--- src/rtl/instruction_fetch_sequencer_if.sv ---
// Instruction-memory read port and decoder delivery port of the fetch sequencer.
// master = sequencer side, slave = memory/decoder side.
interface instruction_fetch_sequencer_if #(
    parameter int INST_DATA_WIDTH = 32,
    parameter int INST_ADDR_WIDTH = 10
);
    logic                       imem_block_ready;
    logic                       imem_rd_req;
    logic [INST_ADDR_WIDTH-1:0] imem_rd_addr;
    logic                       imem_rd_valid;
    logic [INST_DATA_WIDTH-1:0] imem_rd_data;
    logic                       imem_rd_block_done;
    logic                       inst_valid;
    logic [INST_DATA_WIDTH-1:0] inst_data;
    logic                       inst_ready;

    modport master (
        input  imem_block_ready,
        output imem_rd_req,
        output imem_rd_addr,
        input  imem_rd_valid,
        input  imem_rd_data,
        output imem_rd_block_done,
        output inst_valid,
        output inst_data,
        input  inst_ready
    );

    modport slave (
        output imem_block_ready,
        input  imem_rd_req,
        input  imem_rd_addr,
        output imem_rd_valid,
        output imem_rd_data,
        input  imem_rd_block_done,
        input  inst_valid,
        input  inst_data,
        output inst_ready
    );
endinterface

--- src/rtl/instruction_fetch_sequencer.sv ---
// Sequential block reader: request -> FIFO push 1 cycle later -> inst_valid the cycle after.
// Decoder backpressure stalls requests via FIFO credits (fifo_count + inflight < FIFO_DEPTH).
module instruction_fetch_sequencer #(
    parameter int                  INST_DATA_WIDTH = 32,
    parameter int                  INST_ADDR_WIDTH = 10,
    parameter int                  FIFO_DEPTH      = 4,
    parameter int                  OPCODE_W        = 4,
    parameter logic [OPCODE_W-1:0] END_OPCODE      = {OPCODE_W{1'b1}}
) (
    input  logic                               clk,
    input  logic                               reset,
    input  logic                               start,
    input  logic                               stop,
    instruction_fetch_sequencer_if.master      bus,
    output logic [15:0]                        block_count,
    output logic                               busy
);
    localparam int PW = $clog2(FIFO_DEPTH);

    typedef enum logic [2:0] {
        S_IDLE,
        S_WAIT_BLK,
        S_FETCH,
        S_DRAIN,
        S_DONE
    } state_t;

    state_t                      state;
    logic [INST_ADDR_WIDTH-1:0]  rd_addr;
    logic                        inflight;
    logic                        end_seen;
    logic                        last_issued;
    logic                        block_done_q;

    logic [INST_DATA_WIDTH-1:0]  fifo_mem [FIFO_DEPTH];
    logic [PW-1:0]               wr_ptr;
    logic [PW-1:0]               rd_ptr;
    logic [PW:0]                 fifo_count;
    logic [PW:0]                 fifo_count_next;

    logic push;
    logic pop;
    logic end_now;
    logic end_any;
    logic credit_ok;

    assign push    = bus.imem_rd_valid && inflight;
    assign pop     = bus.inst_valid && bus.inst_ready;
    // The closing word (END opcode, or the return of the top address) stops
    // the request stream in the very cycle it arrives, so nothing past it is read.
    assign end_now = push && ((bus.imem_rd_data[INST_DATA_WIDTH-1 -: OPCODE_W] == END_OPCODE)
                              || last_issued);
    assign end_any = end_seen || end_now;

    assign credit_ok       = (fifo_count + (PW+1)'(inflight)) < (PW+1)'(FIFO_DEPTH);
    assign fifo_count_next = fifo_count + (PW+1)'(push) - (PW+1)'(pop);

    assign bus.imem_rd_req        = (state == S_FETCH) && !end_any && !last_issued && credit_ok;
    assign bus.imem_rd_addr       = rd_addr;
    assign bus.imem_rd_block_done = block_done_q;
    assign bus.inst_valid         = (fifo_count != '0);
    assign bus.inst_data          = fifo_mem[rd_ptr];

    always_ff @(posedge clk or posedge reset) begin
        if (reset) begin
            state        <= S_IDLE;
            busy         <= 1'b0;
            block_done_q <= 1'b0;
            block_count  <= 16'd0;
            rd_addr      <= '0;
            inflight     <= 1'b0;
            end_seen     <= 1'b0;
            last_issued  <= 1'b0;
        end else begin
            inflight     <= bus.imem_rd_req;
            block_done_q <= 1'b0;
            if (bus.imem_rd_req) begin
                if (rd_addr == '1)
                    last_issued <= 1'b1;
                else
                    rd_addr <= rd_addr + INST_ADDR_WIDTH'(1);
            end
            if (end_now)
                end_seen <= 1'b1;

            case (state)
                S_IDLE: begin
                    if (start) begin
                        state <= S_WAIT_BLK;
                        busy  <= 1'b1;
                    end
                end
                S_WAIT_BLK: begin
                    if (stop) begin
                        state <= S_IDLE;
                        busy  <= 1'b0;
                    end else if (bus.imem_block_ready) begin
                        state   <= S_FETCH;
                        rd_addr <= '0;
                    end
                end
                S_FETCH: begin
                    if (end_any && !bus.imem_rd_req)
                        state <= S_DRAIN;
                end
                S_DRAIN: begin
                    if (fifo_count_next == '0) begin
                        state        <= S_DONE;
                        block_done_q <= 1'b1;
                    end
                end
                S_DONE: begin
                    state       <= S_WAIT_BLK;
                    block_count <= block_count + 16'd1;
                    end_seen    <= 1'b0;
                    last_issued <= 1'b0;
                    rd_addr     <= '0;
                end
                default: begin
                    state <= S_IDLE;
                    busy  <= 1'b0;
                end
            endcase
        end
    end

    always_ff @(posedge clk or posedge reset) begin
        if (reset) begin
            wr_ptr     <= '0;
            rd_ptr     <= '0;
            fifo_count <= '0;
        end else begin
            if (push)
                wr_ptr <= wr_ptr + PW'(1);
            if (pop)
                rd_ptr <= rd_ptr + PW'(1);
            fifo_count <= fifo_count_next;
        end
    end

    always_ff @(posedge clk) begin
        if (push)
            fifo_mem[wr_ptr] <= bus.imem_rd_data;
    end
endmodule

--- src/flat_wrapper.sv ---
// flat-port wrapper written by rule: the top's interface ports become plain ports
module instruction_fetch_sequencer_flat 
#(
    parameter int                  INST_DATA_WIDTH = 32,
    parameter int                  INST_ADDR_WIDTH = 10,
    parameter int                  FIFO_DEPTH      = 4,
    parameter int                  OPCODE_W        = 4,
    parameter logic [OPCODE_W-1:0] END_OPCODE      = {OPCODE_W{1'b1}}
)
  (clk, reset, start, stop, block_count, busy, bus_imem_block_ready, bus_imem_rd_req, bus_imem_rd_addr, bus_imem_rd_valid, bus_imem_rd_data, bus_imem_rd_block_done, bus_inst_valid, bus_inst_data, bus_inst_ready);
  instruction_fetch_sequencer_if #(.INST_DATA_WIDTH(INST_DATA_WIDTH), .INST_ADDR_WIDTH(INST_ADDR_WIDTH)) bus_i ();
  input  logic clk;
  input  logic reset;
  input  logic start;
  input  logic stop;
  output logic [15:0] block_count;
  output logic busy;
  input wire logic [$bits(bus_i.imem_block_ready)-1:0] bus_imem_block_ready;
  output wire logic [$bits(bus_i.imem_rd_req)-1:0] bus_imem_rd_req;
  output wire logic [$bits(bus_i.imem_rd_addr)-1:0] bus_imem_rd_addr;
  input wire logic [$bits(bus_i.imem_rd_valid)-1:0] bus_imem_rd_valid;
  input wire logic [$bits(bus_i.imem_rd_data)-1:0] bus_imem_rd_data;
  output wire logic [$bits(bus_i.imem_rd_block_done)-1:0] bus_imem_rd_block_done;
  output wire logic [$bits(bus_i.inst_valid)-1:0] bus_inst_valid;
  output wire logic [$bits(bus_i.inst_data)-1:0] bus_inst_data;
  input wire logic [$bits(bus_i.inst_ready)-1:0] bus_inst_ready;
  assign bus_i.imem_block_ready = bus_imem_block_ready;
  assign bus_imem_rd_req = bus_i.imem_rd_req;
  assign bus_imem_rd_addr = bus_i.imem_rd_addr;
  assign bus_i.imem_rd_valid = bus_imem_rd_valid;
  assign bus_i.imem_rd_data = bus_imem_rd_data;
  assign bus_imem_rd_block_done = bus_i.imem_rd_block_done;
  assign bus_inst_valid = bus_i.inst_valid;
  assign bus_inst_data = bus_i.inst_data;
  assign bus_i.inst_ready = bus_inst_ready;
  instruction_fetch_sequencer #(.INST_DATA_WIDTH(INST_DATA_WIDTH), .INST_ADDR_WIDTH(INST_ADDR_WIDTH), .FIFO_DEPTH(FIFO_DEPTH), .OPCODE_W(OPCODE_W), .END_OPCODE(END_OPCODE)) u_core (.clk(clk), .reset(reset), .start(start), .stop(stop), .bus(bus_i), .block_count(block_count), .busy(busy));
endmodule
--- config.mk ---
export PLATFORM = sky130hd
export DESIGN_NAME = instruction_fetch_sequencer_flat
export DESIGN_NICKNAME = d
export VERILOG_FILES = /design/src/rtl/instruction_fetch_sequencer_if.sv /design/src/rtl/instruction_fetch_sequencer.sv /design/src/flat_wrapper.sv
export SDC_FILE = /design/constraint.sdc
export NUM_CORES = 1
export LEC_CHECK = 0
export ABC_AREA = 1
export CORE_MARGIN = 2
export CORE_UTILIZATION = 55
export DETAILED_ROUTE_END_ITERATION = 6
export DONT_BUFFER_PORTS = 1
export PLACE_DENSITY = 0.68
export SYNTH_ARGS = -nofsm -noshare
export SYNTH_HDL_FRONTEND = slang
export SYNTH_SLANG_ARGS = --single-unit
--- constraint.sdc ---
create_clock -name clk -period 5.8 [get_ports clk]
set_input_delay 0 -clock clk [delete_from_list [all_inputs] [get_ports clk]]
set_output_delay 0 -clock clk [all_outputs]
set_load 0.03 [all_outputs]
# After elaboration in Yosys (flattened, before gate mapping)
# Memories as Yosys holds them, arrays and structs flattened.
# Index checks and enable logic that the tools add are counted.
# Widths: inputs -> output; s select.
[word_totals] ramBits=128 elab_cells=77 out_inout_bits=62 memories=1 register_bits=41
[op_classes] order_cmp=1 mux=23 addsub=7 n_reduce_logical=22 bitwise_logic=1 eq_ne=11
[memory_table] memory="u_core.fifo_mem" depth=4 width=32 rd=1 rd_clocked_by_memory_dff=0 write_ports=1 line_no="instruction_fetch_sequencer.sv:35" rtl="logic [INST_DATA_WIDTH-1:0] fifo_mem [FIFO_DEPTH];"
[op_table] operator="$mux 10" n=4
[op_table] operator="$pmux 10 s2" n=1
[op_table] operator="$add 16x1->16 const B" n=1
[op_table] operator="$mux 3" n=5
[op_table] operator="$pmux 3 s5" n=1
[op_table] operator="$mux 1" n=11
[op_table] operator="$add 10x1->10 const B" n=1
[op_table] operator="$eq 10x10->1 const B" n=1
[op_table] operator="$logic_and 1x1->1" n=7
[op_table] operator="$add 3x1->3" n=2
[op_table] operator="$eq 3x2->1 const B" n=2
[op_table] operator="$logic_not 3->1" n=2
[op_table] operator="$ne 2x2->1 const B" n=3
[op_table] operator="$reduce_bool 2->1" n=3
[op_table] operator="$add 2x1->2 const B" n=2
[op_table] operator="$eq 4x4->1 const B" n=1
[op_table] operator="$reduce_and 4->1" n=1
[op_table] operator="$eq 3x1->1 const B" n=1
[op_table] operator="$eq 3x3->1 const B" n=1
[op_table] operator="$logic_not 1->1" n=3
[op_table] operator="$lt 3x3->1 const B" n=1
[op_table] operator="$ne 3x3->1 const B" n=1
[op_table] operator="$pmux 1 s3" n=1
[op_table] operator="$reduce_and 3->1" n=1
[op_table] operator="other kinds (7)" n=8

# Depth between registers and ports, before layout
[depth] word_depth=12 mapped_depth=14 mapped_depth_nobuf=14

# Worst setup path after synthesis
# No wires, ideal clock.
[synth_path] path_kind="register to register" start="register u_core.wr_ptr[0]" end="memory u_core.fifo_mem[2][0], enable pin" synth_period_minus_slack_ns=2.440 stages_incl_launch_ff=5 slack_ns=3.360 arrival_time_ns=2.019 setup_time_ns=0.421 path_cell_list="dfrtp_1 inv_1 ha_1 inv_1 nor2_1"
[synth_lines] item="from (decl)" line_no="instruction_fetch_sequencer.sv:36" rtl="logic [PW-1:0] wr_ptr;"
[synth_lines] item="from (signal assigned)" line_no="instruction_fetch_sequencer.sv:134" rtl="wr_ptr <= wr_ptr + PW'(1);"
[synth_lines] item="to (decl)" line_no="instruction_fetch_sequencer.sv:35"
# No word-level cell before the write port.

# Worst setup path after layout
[layout_path] start="register u_core.rd_ptr[1]" end="output port bus_inst_data[0]"
[layout_between] elab_chain_len=1
[layout_rtl] item="from (decl)" line_no="instruction_fetch_sequencer.sv:37" rtl="logic [PW-1:0] rd_ptr;"
[layout_rtl] item="from (signal assigned)" line_no="instruction_fetch_sequencer.sv:136" rtl="rd_ptr <= rd_ptr + PW'(1);"
[layout_rtl] item="$mem_v2 4x32"
[layout_rtl] item="to (decl)" line_no="flat_wrapper.sv:25" rtl="output wire logic [$bits(bus_i.inst_data)-1:0] bus_inst_data;"
# No other way between the ends.

==> impl_metrics.csv <==
group,metric,value,unit
clock_network,clkTransAtPathRegs,60,ps
finish,fin_nets,677,
timing,relSlewSlack,0.265,
timing,finalCritPeriodShare,0.535,
critical_path,crit_arrival,3100,ps
yosys,ys_ff_latch,169,
pwr,p_per_area,471,nW/um^2
critical_path,worst-path-buf-inv,1,
clock_network,numCtsBuffers,17,
critical_path,cp_max_fo,33,
timing,worst_pin_slew,1100,ps
floorplan,io_pins,101,
pwr,leakage,3.07,nW
floorplan,core_area,12500,um^2
global_route,grt_pass1_wl,21200,um
critical_path,path_cells,"inv_1, o21ai_0, o22ai_1",
min_path,hold_path_class,"in2async",
floorplan,fp.dieW,117,um
yosys,ys_async_sr_fraction,0.243,
clock_network,cts_sinks,169,
run_status,status,"finished clean",
global_route,grt_max_degree,68,
critical_path,cp_top_family,"buffers and inverters",
floorplan,rows,41,
timing,setup_tns,0,ps
clock_network,htree_levels,4,
critical_path,slowest_stage,"inv_1",
route,drc,0,
floorplan,initial_core_util,0.558,
yosys,syn-cell-area,6980,um^2
finish,area_growth,15.9,%
yosys,synth_top_area_share,0.550,
yosys,synth_cell_type_count,33,
yosys,yosys-top-cells-area,"edfxtp_1 55%, dfrtp_1 15%, nor2_1 5.1%",
critical_path,max_stage_delay,1030,ps
floorplan,die_area,13600,um^2
finish,antenna_cells,0,
critical_path,crit_required,5800,ps
place,hpwl,7740,um
floorplan,fp.dieH,117,um
global_route,grt_pass1_vias,4454,
global_route,grt_overflow,0,
yosys,syn_inst,590,
yosys,synth_area_per_cell,11.8,um^2
timing,whs,166,ps
yosys,synth.most_common_cell,"edfxtp_1",
route,drtIter0Drc,339,
yosys,ys_warn_count,0,
timing,drv_slew,0,
pwr,ir_drop,264,uV
clock_network,cts_resized,0,
clock_network,cts_tree,"built",
route,vias,4448,
yosys,yosys.area.top_type,"edfxtp_1",
clock_network,cts_root_buffer,"clkbuf_16",
yosys,synth_edf_count,128,
timing,max_freq,322,MHz
place,post-place-ws,3060,ps
route,firstDrtPassIters,4,
run,drv_cap,0,
route,avgRoutedWirePerCell,16.6,um
timing,layout_setup_ws,2700,ps
critical_path,r2r_setup_slack,3170,ps
timing,skew,4.05,ps
global_route,grt_use_total,0.208,
place,portBuffers,0,
timing,rsz0062_at_grt,"no",
yosys,synthFlopType,"edfxtp_1",
timing,hold_viol,0,
clock_network,cts_setup_buffers,0,
critical_path,endpoint_kind,"primary output",
route,vias_per_cell,5.46,
critical_path,worstSetupPathType,"reg2out",
place,gp_congestion,0.762,
clock_network,clk_path_buf_depth,2,
finish,drive_gt1_frac,0.0763,
timing,setup_violations,0,
route,ant_nets,0,
timing,fin_crit,3100,ps
global_route,grt_antenna_before_repair,0,
yosys,synth_nets,638,
critical_path,start_kind,"flip-flop",
clock_network,clk_latency,420,ps
yosys,synth_common_cells,"128 x edfxtp_1, 95 x nor2_1, 70 x o21ai_0",
route,routed_wirelength,13500,um
yosys,yosysSeqAreaShare,0.697,
## report_power, final
part           leakage [nW]  total, mW  internal [mW]  switching (mW)
Clock                 0.261       1.05          0.625           0.430
Combinational          1.13       1.10          0.285           0.812
Sequential             1.68       1.66           1.39           0.268
## sequential cells by signal (all words and copies together) (netlist names)
register,flops
u_core.block_count,16
u_core.bus.imem_rd_addr,10
u_core.bus.imem_rd_block_done,1
u_core.busy,1
u_core.end_seen,1
u_core.fifo_count,3
u_core.fifo_mem,128
u_core.inflight,1
u_core.last_issued,1
u_core.rd_ptr,2
u_core.state,3
u_core.wr_ptr,2
## worst min-delay path: cells and delay by family
family,cells,cell delay [ps]
buf+inv,3,1040
## kinds of logic after synthesis
| kind of cell | after synthesis | synth area share |
|---|---|---|
| AOI/OAI and AO/OA | 113 | 0.0883 |
| buffers and inverters | 74 | 0.0410 |
| and+or+nand+nor | 203 | 0.128 |
| adders and majority gates | 9 | 0.0172 |
| DFF | 169 | 0.697 |
| xor gates and xnor gates | 22 | 0.0276 |
## final timing paths
path                                      start                      to  depth (start not counted)
min in group clk           bus_imem_rd_data[27]  u_core.fifo_mem[3][27]                          1
max in group asynchronous                 reset        u_core.rd_ptr[0]                          3
max                            u_core.rd_ptr[1]        bus_inst_data[0]                          3
min reg2reg                  u_core.last_issued      u_core.last_issued                          2
max reg2reg                u_core.fifo_count[1]         u_core.state[0]                         13
min                                       reset   u_core.block_count[7]                          3
## layout make-up
cell class / instances / area, um^2
flip-flops and latches: 169 / 4870
fillers: 996 / 4420
multi-input cells: 347 / 1860
clock buffers: 21 / 440
repair buffers: 41 / 408
well taps: 172 / 215
inverters: 53 / 199
clock inverters: 11 / 105
## what timing repair did
| action | 4_1_cts | 5_1_grt |
|---|---|---|
| endpoints found under the hold margin | 186 | 0 |
| hold buffers | 40 | 0 |
| setup endpoints to repair | 0 | 0 |
## layout by cell type (no fill, tap or decap), types with 2 or more instances in the layout
cell type and n:
nand3b_1 2, dfrtp_1 40, nor2_4 8, dlygate4sd3_1 40
xnor2_1 6, nand3_2 2, bufinv_16 2, clkinv_2 3
o21ai_0 70, o21ai_1 2, clkbuf_16 17, nand2_2 4
inv_1 52, nand2_1 59, xor2_1 16, clkinv_1 4
ha_1 8, nand4_1 4, nand3_1 21, edfxtp_1 128
clkbuf_1 4, nor2_1 91, clkinvlp_4 2, a21oi_1 5
o22ai_1 32, nor2_2 3, nor3_1 5
## per-layer routing
metal | up-vias | part of all wire | GRT usage
li1 | 2128 | - | -
met5 | - | 0 | 0
met1 | 2190 | 0.42 | 0.248
met3 | 15 | 0.064 | 0.0695
met4 | 0 | 0.013 | 0.0667
met2 | 115 | 0.51 | 0.359
## metrics by stage
step	utilization	total power [mW]	instances	cell area (um^2)
2_1_floorplan	-	2.54	590	6980
3_3_place_gp	0.571	2.72	742	7150
3_5_place_dp	0.571	2.75	742	7150
4_1_cts	0.647	3.84	814	8100
5_1_grt	0.647	4.03	814	8100
6_report	0.647	3.81	814	8100
(Power assumes the default switching activity.)
